--- src/rtl/fifo_write_handler.sv ---
// fifo_write_handler: write pointer, RAM write port and full/level/overflow flags for a FIFO of arbitrary depth.
module fifo_write_handler #(
  parameter int d = 8,
  parameter int depth = 90,
  parameter int w = 8,
  parameter int afull_lvl = 80
) (
  input  logic         wrclk,
  input  logic         wrrst,
  input  logic         wren,
  input  logic [w-1:0] din,
  input  logic [d-1:0] rdPtr,
  output logic [d-1:0] wrPtr,
  output logic         fifo_full,
  output logic         almost_full,
  output logic [d-1:0] level,
  output logic         mem_we,
  output logic [d-2:0] mem_waddr,
  output logic [w-1:0] mem_wdata,
  output logic         overflow
);
  logic [d-2:0] wi, ri;
  logic [d-1:0] nxt;
  assign wi = wrPtr[d-2:0];
  assign ri = rdPtr[d-2:0];
  assign fifo_full = (wrPtr[d-1] != rdPtr[d-1]) && (wi == ri);
  // Modulo-2^d arithmetic matches a d+1-bit computation truncated to d bits.
  assign level = (wrPtr[d-1] == rdPtr[d-1]) ? {1'b0, wi} - {1'b0, ri}
                                            : d'(depth) - {1'b0, ri} + {1'b0, wi};
  assign almost_full = level >= d'(afull_lvl);
  assign mem_we = wren && !fifo_full;
  assign mem_waddr = wi;
  assign mem_wdata = din;
  assign nxt = (wi < (d-1)'(depth - 1)) ? {wrPtr[d-1], wi + (d-1)'(1)}
             : (wi == (d-1)'(depth - 1)) ? {~wrPtr[d-1], {(d-1){1'b0}}}
             : wrPtr;
  always_ff @(posedge wrclk) begin
    if (wrrst) begin
      wrPtr <= '0;
      overflow <= 1'b0;
    end else begin
      if (mem_we) wrPtr <= nxt;
      if (wren && fifo_full) overflow <= 1'b1;
    end
  end
endmodule
--- config.mk ---
export PLATFORM = sky130hd
export DESIGN_NAME = fifo_write_handler
export DESIGN_NICKNAME = d
export VERILOG_FILES = /design/src/rtl/fifo_write_handler.sv
export SDC_FILE = /design/constraint.sdc
export NUM_CORES = 1
export LEC_CHECK = 0
export CAP_MARGIN = 0
export CORE_MARGIN = 8
export CORE_UTILIZATION = 40
export CTS_CLUSTER_SIZE = 40
export DETAILED_ROUTE_END_ITERATION = 8
export PLACE_DENSITY = 0.76
export RECOVER_POWER = 50
export SLEW_MARGIN = 20
export SYNTH_ARGS = -nofsm -noshare
export SYNTH_HDL_FRONTEND = slang
export SYNTH_SLANG_ARGS = --single-unit
--- constraint.sdc ---
create_clock -name wrclk -period 3.65 [get_ports wrclk]
set_clock_uncertainty 0.05 [all_clocks]
set_input_delay 0.73 -clock wrclk [delete_from_list [all_inputs] [get_ports wrclk]]
set_output_delay 0.73 -clock wrclk [all_outputs]
set_load 0.01 [all_outputs]
==> impl_metrics.json <==
{
  "final_worst_path_period_need_ns": 3.562,
  "synthDominantAreaCellType": "ha_1",
  "crit_chain": "buf_6, inv_2, ha_4, fa_1, nand2b_4, buf_6, a21oi_4, mux2i_1, nand3_1, or2_4, a21o_1, buf_2",
  "chipWidth_um": 73.07,
  "max_slew.worst_pin.slew_ns": 0.5858,
  "hold_end": "overflow",
  "hold_viol_final": 0,
  "final-max-slew-violation-count": 0,
  "groute.usage.overall_pct": 15.05,
  "grt_max_degree": 9,
  "hold_start": "overflow",
  "critical_path.max_fanout": 2,
  "power_density_nw_per_um2": 192.7,
  "synthMostInstantiatedCell": "inv_1",
  "rrSetupSlack_ns": 1.21,
  "remaining_drc_errors": 0,
  "timing.rr.start": "wrPtr[3]",
  "commonest_cells_in_the_synthesized_netlist": "25 x inv_1, 19 x ha_1, 15 x buf_4",
  "grt_first_pass_wirelength_mm": 6.451,
  "coreArea_um2": 3078,
  "setup.worst_path.end_class": "output pin",
  "synth.yosys.seq_area_share_pct": 13.83,
  "cpMostUsedCell": "buf_6",
  "syn_inst": 165,
  "dp_cells": 269,
  "worstSetupPathType": "in -> out",
  "synth.avg_cell_area_um2": 7.894,
  "finalWorstSetupSlack_ns": 0.08777,
  "grt_antenna_before_repair": 0,
  "worstRegToRegCells": 11,
  "clock_insertion_delay_worst_skew_ns": 0.28,
  "fin_tns_setup_ns": 0,
  "routed_wl_mm": 4.064,
  "synth_flop_cell": "dfxtp_1",
  "dpl_worst_slack_ns": -0.8117,
  "setup_viol_count_final": 0,
  "final_design_area_no_fill_um2": 2171,
  "crit_path_top_delay_cell": "fa_1",
  "timing.hold.ws_ns": 0.4138,
  "dp_hpwl_mm": 2.863,
  "synth.yosys.warnings": 0,
  "vias_in_the_first_global_route": 1444,
  "ctsRootBufferMaster": "clkbuf_4",
  "ant_nets": 0,
  "fp-row-count": 20,
  "post_dp_cell_area_um2": 1901,
  "design.portCount": 54,
  "outcome": "finished, final reports clean",
  "first_drt_iteration_drcs": 63,
  "globalRouteOverflowTotal": 0,
  "cts.sink_count": 9,
  "yosys.area.top_type_share_pct": 18.25,
  "num-fill-cells": 238,
  "synth.ff_latch_count": 9,
  "leakage_nw": 1.018,
  "report.power.total_mw": 0.4183,
  "mappedNetlistArea_um2": 1302,
  "final_core_utilization_pct": 70.53,
  "max_cap_viol_count": 0,
  "critPathLaunchType": "input pin",
  "worst_path_largest_cell_delay_ns": 0.46,
  "cts_tree": "yes",
  "replace_congestion": 0.8187,
  "chipHeight_um": 73.07,
  "worst_flop_to_flop_path_endpoint": "wrPtr[2]",
  "peakVddDrop_mv": 0.1735,
  "synthTopCellsByArea": "ha_1 18%, dfxtp_1 14%, buf_4 8.6%, inv_1 7.2%, fa_1 6.1%",
  "initial_utilization_pct": 42.32,
  "share_of_final_layout_standard_cells_stronger_than_drive_strength_1_pct": 38.75,
  "fin_nets": 283,
  "path_clk_slew_ns": 0.06,
  "route.vias.total": 1420,
  "relSlewSlack_pct": 60.59,
  "placement.io_buffers": 37,
  "drt-pass1-iter-count": 4,
  "max_freq_mhz": 280.7,
  "detail_route.wl_per_cell_um": 14.31,
  "cts.path.max_buffers": 2,
  "timing.critical_path.arrival_ns": 2.78,
  "final.period_utilization_pct": 97.60,
  "rsz0062_at_grt": "false",
  "ys_types": 36,
  "insertedDiodeCount": 0,
  "ctsHoldBuffers": 0,
  "drt-vias-per-instance": 5.000,
  "fp.dieArea_um2": 5338,
  "required_time_at_the_worst_slack_endpoint_ns": 2.87,
  "layout-area-overhead-vs-synth_pct": 66.67,
  "hold_path.class": "reg -> reg",
  "hold-path-cell-count": 2,
  "postSynth.asyncResetShare_pct": 0,
  "postSynthNetCount": 207,
  "htreeDepth": 1,
  "cts_inserted_buffers": 3,
  "critical_path.startpoint": "rdPtr[2]",
  "synth_edf_count": 0,
  "finish.cell_count_without_fillers": 284
}
==> critical path: cells and delay by family <==
family | cells | cell delay [ns]
simple gates | 3 | 0.56
compound gates | 2 | 0.28
mux | 1 | 0.25
fa+ha+maj | 2 | 0.61
buf+inv | 4 | 0.35
==> cells by family (layout without fill, tap and decap cells) <==
group,after synthesis,count (layout),share of synthesized area (%)
XOR/XNOR,13,13,9.318
multiplexers,3,3,2.306
buffers and inverters,40,115,15.85
AO/OA/AOI/OAI,31,31,15.37
adder cells (fa/ha/maj),23,23,24.40
flip-flops,9,9,13.83
AND/OR/NAND/NOR,46,46,18.92
==> registers in the layout, summed over array words and instances, names as in the netlist <==
register	cells
wrPtr	8
overflow	1
==> cell usage in the layout (no fill, tap or decap), types with 2 or more instances in the layout <==
cell             instances
buf_4                   48
inv_1                   17
dlygate4sd3_1           13
nor2_1                  12
clkdlybuf4s50_1         11
ha_4                     9
ha_1                     9
dfxtp_1                  9
inv_2                    8
xnor2_1                  8
nand3_1                  8
nand2_1                  7
a21oi_1                  6
o21ai_0                  5
xor2_1                   4
dlygate4sd2_1            4
mux2i_1                  3
nand2b_1                 3
nor3_1                   3
fa_1                     3
clkbuf_4                 3
buf_6                    3
nor2_2                   2
a21o_1                   2
a31oi_1                  2
o21ai_1                  2
o21a_1                   2
nor4_1                   2
nand4_2                  2
clkdlybuf4s15_1          2
buf_2                    2
==> worst max-delay path by stage <==
stage | to | slack (ns) | depth (start not counted)
final | almost_full | 0.09 | 12
after global routing | almost_full | 0.02 | 13
after CTS | almost_full | -0.02 | 12
after detailed placement | almost_full | -0.81 | 13
after global placement | almost_full | -0.77 | 13
after floorplan | almost_full | 0.08 | 11
==> report_power, final <==
part           internal, mW  switching [mW]
registers            0.0999         0.00147
clock network        0.0425          0.0410
logic                 0.131           0.102
==> area by class of cell <==
| cell class | count | area [µm²] | share of cell area [%] |
|---|---|---|---|
| Inverter | 25 | 93.84 | 4.323 |
| Tap cell | 44 | 55.05 | 2.536 |
| Multi-Input combinational cell | 116 | 1087 | 50.09 |
| Timing Repair Buffer | 86 | 728.2 | 33.54 |
| Sequential cell | 9 | 180.2 | 8.300 |
| Clock buffer | 4 | 26.28 | 1.210 |
==> what timing repair did <==
item                                    in CTS  in global routing
gates cloned                                 0                  0
setup buffers                                6                  5
resized for setup                           46                 19
endpoints found under the setup margin       9                  6
pin swaps                                   19                 10
==> layer usage <==
layer	wire, µm	part of all wire, %	vias to the layer above	global-route usage, %
met5	0	0	-	0
met4	97	2.4	0	5.778
met3	230	5.7	13	3.297
met2	2083	51	45	26.81
met1	1653	41	673	16.82
li1	-	-	689	-
(Power assumes the default switching activity.)
